[src/rtl/rs_dec_pkg.sv]
// rtl/rs_dec_pkg.sv - shared constants and types for the RS decoder frame controller
package rs_dec_pkg;

    localparam int BEATS = 17;
    localparam int TAG_W = 4;
    localparam int ERR_W = 5;

    typedef enum logic {
        S_IDLE = 1'b0,
        S_FEED = 1'b1
    } in_state_e;

    typedef struct packed {
        logic [TAG_W-1:0] tag;
        logic [ERR_W-1:0] err_cnt;
        logic             fail;
    } st_rec_t;

endpackage

[src/rtl/rs_status_fifo.sv]
// rtl/rs_status_fifo.sv - small circular status FIFO; push while full is taken only alongside a pop
module rs_status_fifo #(
    parameter int DEPTH = 2,
    parameter int WIDTH = 10,
    localparam int CW = $clog2(DEPTH + 1),
    localparam int PW = (DEPTH > 1) ? $clog2(DEPTH) : 1
) (
    input  logic             clk_i,
    input  logic             rst_i,
    input  logic             push_i,
    input  logic             pop_i,
    input  logic [WIDTH-1:0] wdata_i,
    output logic [WIDTH-1:0] rdata_o,
    output logic             full_o,
    output logic             empty_o,
    output logic [CW-1:0]    count_o
);

    logic [WIDTH-1:0] mem_q [DEPTH];
    logic [PW-1:0]    wr_q, rd_q;
    logic [CW-1:0]    cnt_q;
    logic             do_push, do_pop;

    function automatic logic [PW-1:0] ptr_inc(input logic [PW-1:0] p);
        return (p == PW'(DEPTH - 1)) ? '0 : p + 1'b1;
    endfunction

    assign full_o  = (cnt_q == CW'(DEPTH));
    assign empty_o = (cnt_q == '0);
    assign count_o = cnt_q;
    assign rdata_o = mem_q[rd_q];
    assign do_pop  = pop_i && !empty_o;
    assign do_push = push_i && (!full_o || do_pop);

    always_ff @(posedge clk_i) begin
        if (do_push) begin
            mem_q[wr_q] <= wdata_i;
        end
    end

    always_ff @(posedge clk_i) begin
        if (rst_i) begin
            wr_q  <= '0;
            rd_q  <= '0;
            cnt_q <= '0;
        end else begin
            if (do_push) wr_q <= ptr_inc(wr_q);
            if (do_pop)  rd_q <= ptr_inc(rd_q);
            case ({do_push, do_pop})
                2'b10:   cnt_q <= cnt_q + 1'b1;
                2'b01:   cnt_q <= cnt_q - 1'b1;
                default: cnt_q <= cnt_q;
            endcase
        end
    end

endmodule

[src/rtl/rs_dec_frame_ctrl.sv]
// rtl/rs_dec_frame_ctrl.sv - frame admission, stage-occupancy tracking and status reporting for the RS decoder
module rs_dec_frame_ctrl #(
    parameter int BEATS    = rs_dec_pkg::BEATS,
    parameter int TAG_W    = rs_dec_pkg::TAG_W,
    parameter int ST_DEPTH = 2
) (
    input  logic             clk_i,
    input  logic             rst_i,
    input  logic             in_valid_i,
    output logic             in_ready_o,
    output logic             synd_valid_o,
    output logic             synd_start_o,
    output logic             synd_last_o,
    input  logic             synd_s_valid_i,
    input  logic             ribm_done_i,
    input  logic             chien_done_i,
    input  logic             exceed_i,
    input  logic             forney_vld_i,
    input  logic             forney_den_zero_i,
    output logic             forney_s3_rdy_o,
    output logic             st_valid_o,
    input  logic             st_ready_i,
    output logic [TAG_W-1:0] st_tag_o,
    output logic [4:0]       st_err_cnt_o,
    output logic             st_fail_o,
    output logic             proto_err_o
);
    import rs_dec_pkg::*;

    localparam int BW = (BEATS > 1) ? $clog2(BEATS) : 1;
    localparam int CW = $clog2(ST_DEPTH + 1);
    localparam int SW = TAG_W + ERR_W + 1;

    in_state_e        state_q, state_d;
    logic [BW-1:0]    beat_q, beat_d;
    logic [TAG_W-1:0] next_tag_q, next_tag_d;
    logic [TAG_W-1:0] syn_tag_q, syn_tag_d, ribm_tag_q, ribm_tag_d, ch_tag_q, ch_tag_d;
    logic             syn_q, syn_d, ribm_q, ribm_d, ch_q, ch_d;
    logic [ERR_W-1:0] err_q, err_d, err_upd;
    logic             fail_q, fail_d, fail_upd;
    logic             proto_q, proto_d;

    logic             admit, beat_acc, last_beat, fv, ch_req, sval_ok, rdone_ok;
    logic             push, pop, full, empty;
    logic [CW-1:0]    count;
    logic [SW-1:0]    wdata, rdata;

    rs_status_fifo #(.DEPTH(ST_DEPTH), .WIDTH(SW)) u_st_fifo (
        .clk_i   (clk_i),
        .rst_i   (rst_i),
        .push_i  (push),
        .pop_i   (pop),
        .wdata_i (wdata),
        .rdata_o (rdata),
        .full_o  (full),
        .empty_o (empty),
        .count_o (count)
    );

    // A frame is admitted only if its status is guaranteed a FIFO slot once it drains.
    assign admit = !syn_q && !ribm_q &&
                   (({1'b0, count} + (CW+1)'(ch_q)) < (CW+1)'(ST_DEPTH));
    assign in_ready_o   = !rst_i && ((state_q == S_FEED) || admit);
    assign beat_acc     = in_valid_i && in_ready_o;
    assign last_beat    = (beat_q == BW'(BEATS - 1));
    assign synd_valid_o = beat_acc;
    assign synd_start_o = beat_acc && (beat_q == '0);
    assign synd_last_o  = beat_acc && last_beat;

    assign forney_s3_rdy_o = ch_q && !rst_i;
    assign fv       = forney_vld_i && forney_s3_rdy_o;
    assign err_upd  = (fv && (err_q != '1)) ? err_q + 1'b1 : err_q;
    assign fail_upd = fail_q || (fv && forney_den_zero_i) || (exceed_i && ch_q);

    assign st_valid_o = !empty && !rst_i;
    assign pop        = st_valid_o && st_ready_i;
    assign ch_req     = chien_done_i && ch_q;
    assign push       = ch_req && (!full || pop);
    assign wdata      = {ch_tag_q, err_upd, fail_upd};
    assign {st_tag_o, st_err_cnt_o, st_fail_o} = rdata;
    assign proto_err_o = proto_q;

    // Syndrome results are only legal after the last beat has been fed (FSM back in IDLE).
    assign sval_ok  = synd_s_valid_i && syn_q && (state_q == S_IDLE);
    assign rdone_ok = ribm_done_i && ribm_q && (!ch_q || push);

    always_comb begin
        state_d    = state_q;
        beat_d     = beat_q;
        next_tag_d = next_tag_q;
        syn_d      = syn_q;
        ribm_d     = ribm_q;
        ch_d       = ch_q;
        syn_tag_d  = syn_tag_q;
        ribm_tag_d = ribm_tag_q;
        ch_tag_d   = ch_tag_q;
        err_d      = err_upd;
        fail_d     = fail_upd;
        proto_d    = proto_q || (synd_s_valid_i && !sval_ok) || (ribm_done_i && !rdone_ok) ||
                     (chien_done_i && !ch_q) || (ch_req && full && !pop);

        if (beat_acc) begin
            if (last_beat) begin
                beat_d  = '0;
                state_d = S_IDLE;
            end else begin
                beat_d  = beat_q + 1'b1;
                state_d = S_FEED;
            end
            if (beat_q == '0) begin
                syn_d      = 1'b1;
                syn_tag_d  = next_tag_q;
                next_tag_d = next_tag_q + 1'b1;
            end
        end

        if (push) ch_d = 1'b0;
        if (rdone_ok) begin
            ch_d     = 1'b1;
            ch_tag_d = ribm_tag_q;
            ribm_d   = 1'b0;
            err_d    = '0;
            fail_d   = 1'b0;
        end
        if (sval_ok) begin
            ribm_d     = 1'b1;
            ribm_tag_d = syn_tag_q;
            syn_d      = 1'b0;
        end
    end

    always_ff @(posedge clk_i) begin
        if (rst_i) begin
            state_q    <= S_IDLE;
            beat_q     <= '0;
            next_tag_q <= '0;
            syn_q      <= 1'b0;
            ribm_q     <= 1'b0;
            ch_q       <= 1'b0;
            syn_tag_q  <= '0;
            ribm_tag_q <= '0;
            ch_tag_q   <= '0;
            err_q      <= '0;
            fail_q     <= 1'b0;
            proto_q    <= 1'b0;
        end else begin
            state_q    <= state_d;
            beat_q     <= beat_d;
            next_tag_q <= next_tag_d;
            syn_q      <= syn_d;
            ribm_q     <= ribm_d;
            ch_q       <= ch_d;
            syn_tag_q  <= syn_tag_d;
            ribm_tag_q <= ribm_tag_d;
            ch_tag_q   <= ch_tag_d;
            err_q      <= err_d;
            fail_q     <= fail_d;
            proto_q    <= proto_d;
        end
    end

endmodule
[config.mk]
export PLATFORM = sky130hd
export DESIGN_NAME = rs_dec_frame_ctrl
export DESIGN_NICKNAME = d
export VERILOG_FILES = /design/src/rtl/rs_dec_pkg.sv /design/src/rtl/rs_status_fifo.sv /design/src/rtl/rs_dec_frame_ctrl.sv
export SDC_FILE = /design/constraint.sdc
export NUM_CORES = 1
export LEC_CHECK = 0
export ABC_AREA = 1
export BUFFER_PORTS_ARGS = -buffer_cell sky130_fd_sc_hd__buf_2
export CAP_MARGIN = 20
export CORE_MARGIN = 2
export CORE_UTILIZATION = 55
export CTS_CLUSTER_SIZE = 12
export DETAILED_ROUTE_END_ITERATION = 7
export PLACE_DENSITY = 0.75
export SLEW_MARGIN = 25
export SYNTH_ARGS = -nofsm -noshare
export SYNTH_HDL_FRONTEND = slang
export SYNTH_HIERARCHICAL = 1
export SYNTH_SLANG_ARGS = --single-unit
[constraint.sdc]
create_clock -name clk_i -period 3.9 [get_ports clk_i]
set_input_delay 0.78 -clock clk_i [delete_from_list [all_inputs] [get_ports clk_i]]
set_output_delay 0.78 -clock clk_i [all_outputs]
set_load 0.005 [all_outputs]
==> impl_summary.txt <==
----------------------------------------------------
[STA]
  Max Slew Vio Count ... 0
  Highest achievable clock rate ... 364 MHz
  Final setup viols ... 0
  Worst slew pin tran ... 0.879 ns
  Final Hold Vio Count ... 0
  Unrepaired setup endpoints after global routing ... false
  Setup_tns ... 0 ns
  Post-route setup slack ... 1.16 ns
  Crit share post-route ... 0.704
  Max-slew headroom at the worst pin ... 0.412
  Final min period ... ~2.7 ns
  Max Clock Skew ... 0.00505 ns

[Critical path]
  Largest fanout on the critical path ... 18
  Crit path max-delay cell type ... sky130_fd_sc_hd__bufinv_8
  Kind of end point of the critical path ... output port
  Most common cell type on the critical path ... sky130_fd_sc_hd__buf_2
  Cell breakdown of the critical path ... buf_2 > bufinv_8 > nand2_2 > a21oi_4 > nand3_2 > clkinv_2 > buf_2
  Worst path top cell family by delay ... buffers and inverters
  Largest incremental delay on the critical path ... 0.29 ns
  Worst Setup Path Type ... input pin to output port
  Arrival time reported for the critical path endpoint ... 1.96 ns
  Setup crit start kind ... input pin
  Endpoint required time on the critical path ... 3.12 ns
  Combined buffer and inverter count along the critical path ... 4

[Final layout]
  Final std cell area, no fill ... 3010 um^2
  Final #Nets ... 334
  Number of diodes added for antenna fixing ... 0
  Share of post-route cells with drive strength above 1 ... 0.250
  Synthesis-to-finish area growth ... 16.1%
  Filler instances ... 360
  Core utilization of the finished layout ... 0.677

[Die]
  Standard-cell row count ... 24
  Effective utilization at floorplan ... 0.583
  Y dimension of the die ... 72.6 um
  Die W ... ~73 um
  Core region area ... between 4000 and 5000 um^2
  Die area ... around 5300 um^2
  Number of ports placed on the die boundary ... 27

[CTS]
  CTS tree ... built
  Maximum level of the CTS H-tree ... 3
  CTS Sinks ... 57
  Total CTS buffers ... 9
  Worst skew pair latency ... 0.34 ns
  Count of hold-fix buffers inserted at cts ... 0
  Number of buffers on the longest clock path ... 2
  Number of buffers inserted by post-CTS setup repair ... 0
  Clock transition at the registers of the reported paths ... 0.06 ns
  Number of gates given a new drive strength after cts ... 0
  Master cell of the clock root buffer ... sky130_fd_sc_hd__clkbuf_8

[Synthesis]
  Summed instance area of the synthesized netlist ... ~2600 um^2
  Yosys warns ... 6
  Number of cells produced by synthesis ... 285
  Post-synthesis sequential area ratio ... 0.518
  Number of distinct standard cells referenced by the synthesized netlist ... 33
  Avg Cell Area, Syn ... 9.09 um^2
  Flip-flop and latch count after synthesis ... 57
  Cell types with the largest area share after synthesis ... sky130_fd_sc_hd__dfxtp_1, sky130_fd_sc_hd__edfxtp_1, sky130_fd_sc_hd__nand2_1
  Leading area contributor after synthesis ... sky130_fd_sc_hd__dfxtp_1
  Share of the synthesized area in the top cell type ... 0.286
  Post-synth net total ... 300

[Route]
  TritonRoute pass-1 iters ... 4
  DR vias/cell ... 5.12
  Detailed router's first-iteration violation count ... 126
  Antenna Nets Post-Route ... 0
  Detailed Route WL ... 4.50 mm
  Count of vias placed by the detailed router ... 1925
  Post-detailed-route DRC marker count ... 0
  Average wire length per cell after detail routing ... approximately 12 um

[GRT]
  Vias in the first global route ... between 1500 and 2000
  Maximum number of pins on one net before global-route repair ... 19
  Number of antenna violations at the first check in global routing ... 0
  Gr ovfl total ... 0
  Global-route usage over all layers ... 0.189
  First-pass GRT wire length ... 7.41 mm

[Hold path]
  Path category of the worst min-delay check ... flop to flop

[Job]
  Max-capacitance violation count ... 0

[Placed design]
  Area of placed instances ... 2770 um^2
  Routability congestion estimate ... about 0.82
  Total of buffers placed on input and output ports ... 26
  DPL Wire Length ... 3.16 mm
  Worst slack at placement ... 1.17 ns

[Power]
  Overall power consumption ... 1.39 mW
  Static Leakage ... 1.28 nW
  Highest ir drop seen on vdd ... approximately 0.30 mV
  Pwr dens ... between 400 and 500 nW/um^2

[Outcome]
  Status ... complete, no violations

----------------------------------------------------
-- flip-flops by register name, indices dropped and copies added, names as in the netlist, 2 cells and up, named ones only --
register and count:
ch_tag_q 4, u_st_fifo/mem_q 20, err_q 5, beat_q 5, u_st_fifo/count_o 2, next_tag_q 4, syn_tag_q 4, ribm_tag_q 4
-- layout by cell type (no fill, tap or decap), types with 2 or more instances in the layout --
master / n
sky130_fd_sc_hd__xor2_1: 5
sky130_fd_sc_hd__clkinv_2: 2
sky130_fd_sc_hd__buf_2: 26
sky130_fd_sc_hd__mux2_2: 10
sky130_fd_sc_hd__or2_2: 2
sky130_fd_sc_hd__a21oi_1: 18
sky130_fd_sc_hd__inv_1: 38
sky130_fd_sc_hd__bufinv_16: 3
sky130_fd_sc_hd__edfxtp_1: 20
sky130_fd_sc_hd__o21ai_0: 10
sky130_fd_sc_hd__clkbuf_8: 9
sky130_fd_sc_hd__nand2_4: 2
sky130_fd_sc_hd__nand3_2: 2
sky130_fd_sc_hd__dfxtp_1: 37
sky130_fd_sc_hd__nor2_2: 2
sky130_fd_sc_hd__inv_2: 3
sky130_fd_sc_hd__nand2_1: 41
sky130_fd_sc_hd__nor2_1: 37
sky130_fd_sc_hd__nand4_1: 5
sky130_fd_sc_hd__nand2_2: 6
sky130_fd_sc_hd__nand3_1: 22
sky130_fd_sc_hd__nor2_4: 4
sky130_fd_sc_hd__ha_1: 5
sky130_fd_sc_hd__o21ai_2: 2
sky130_fd_sc_hd__clkinv_4: 2
-- power by group --
part | internal (mW) | leakage [nW] | total, mW | switching (mW)
clock network | 0.424 | 0.117 | 0.661 | 0.237
registers | 0.630 | 0.471 | 0.640 | 0.0107
logic | 0.0340 | 0.692 | 0.0934 | 0.0594
-- worst register-to-register path, stage by stage, from the launching register on --
cell	delay, ns
sky130_fd_sc_hd__dfxtp_1	0.43
sky130_fd_sc_hd__inv_2	0.10
sky130_fd_sc_hd__nand2_2	0.08
sky130_fd_sc_hd__inv_1	0.06
sky130_fd_sc_hd__nor2_4	0.08
sky130_fd_sc_hd__nand2_2	0.06
sky130_fd_sc_hd__inv_1	0.14
sky130_fd_sc_hd__inv_1	0.07
sky130_fd_sc_hd__nand3_1	0.10
sky130_fd_sc_hd__nand2_1	0.07
sky130_fd_sc_hd__nor2_1	0.67
-- cell usage after synthesis, drive strengths merged --
cell	n
inv	41
o21ai	13
nor2	43
mux2	10
a21boi	1
edfxtp	20
nand3b	1
nand2	49
a31oi	1
buf	3
bufinv	1
or2	2
a21oi	19
nand4	5
nand3	24
dfxtp	37
clkinv	2
ha	5
nor3	2
xor2	6
-- area by class of cell --
type,count,area (um^2),share of cell area
Clock inverter,7,119,0.0395
Sequential cell,57,1340,0.446
Clock buffer,9,124,0.0412
Multi-Input combinational cell,181,1050,0.348
Inverter,44,181,0.0603
Timing Repair Buffer,26,130,0.0433
Tap cell,52,65.1,0.0216
-- path summary, 6_finish.rpt --
| path | startpoint | to | slack (ns) | cells past startpoint |
|---|---|---|---|---|
| worst max-delay path | rst_i | synd_start_o | 1.16 | 7 |
| worst min-delay path | ribm_tag_q[1]$_SDFFE_PP0P_ | ribm_tag_q[1]$_SDFFE_PP0P_ | 0.45 | 2 |
| worst max register to register | u_st_fifo/count_o[0]$_SDFFE_PP0P_ | u_st_fifo/mem_q[1][6]$_DFFE_PP_ | 1.66 | 10 |
| worst min register to register | ribm_tag_q[1]$_SDFFE_PP0P_ | ribm_tag_q[1]$_SDFFE_PP0P_ | 0.45 | 2 |
-- per-stage QoR --
stage / cells / hold WS, ns
after detailed placement: 360 / 0.442
after CTS: 376 / 0.454
after global routing: 376 / 0.469
after global placement: 360 / 0.435
final: 376 / 0.454
after floorplan: 285 / 0.426
-- cell families (layout without fill, tap and decap cells) --
logic type / count (synthesis) / in the layout / synth area share
flip-flops: 57 / 57 / 0.518
AND/OR/NAND/NOR: 126 / 126 / 0.239
adder cells (fa/ha/maj): 5 / 5 / 0.0242
multiplexers: 10 / 10 / 0.0435
buffers and inverters: 47 / 86 / 0.0778
XOR/XNOR: 6 / 6 / 0.0232
AO/OA/AOI/OAI: 34 / 34 / 0.0744
-- metal layers --
| layer | up-vias | global-route usage | wire (um) |
|---|---|---|---|
| li1 | 1000 | - | - |
| met1 | 876 | 0.214 | 2000 |
| met2 | 35 | 0.316 | 2190 |
| met3 | 14 | 0.0511 | 171 |
| met4 | 0 | 0.119 | 134 |
| met5 | - | 0 | 0 |
No activity file was read; power rests on OpenSTA's default activity.
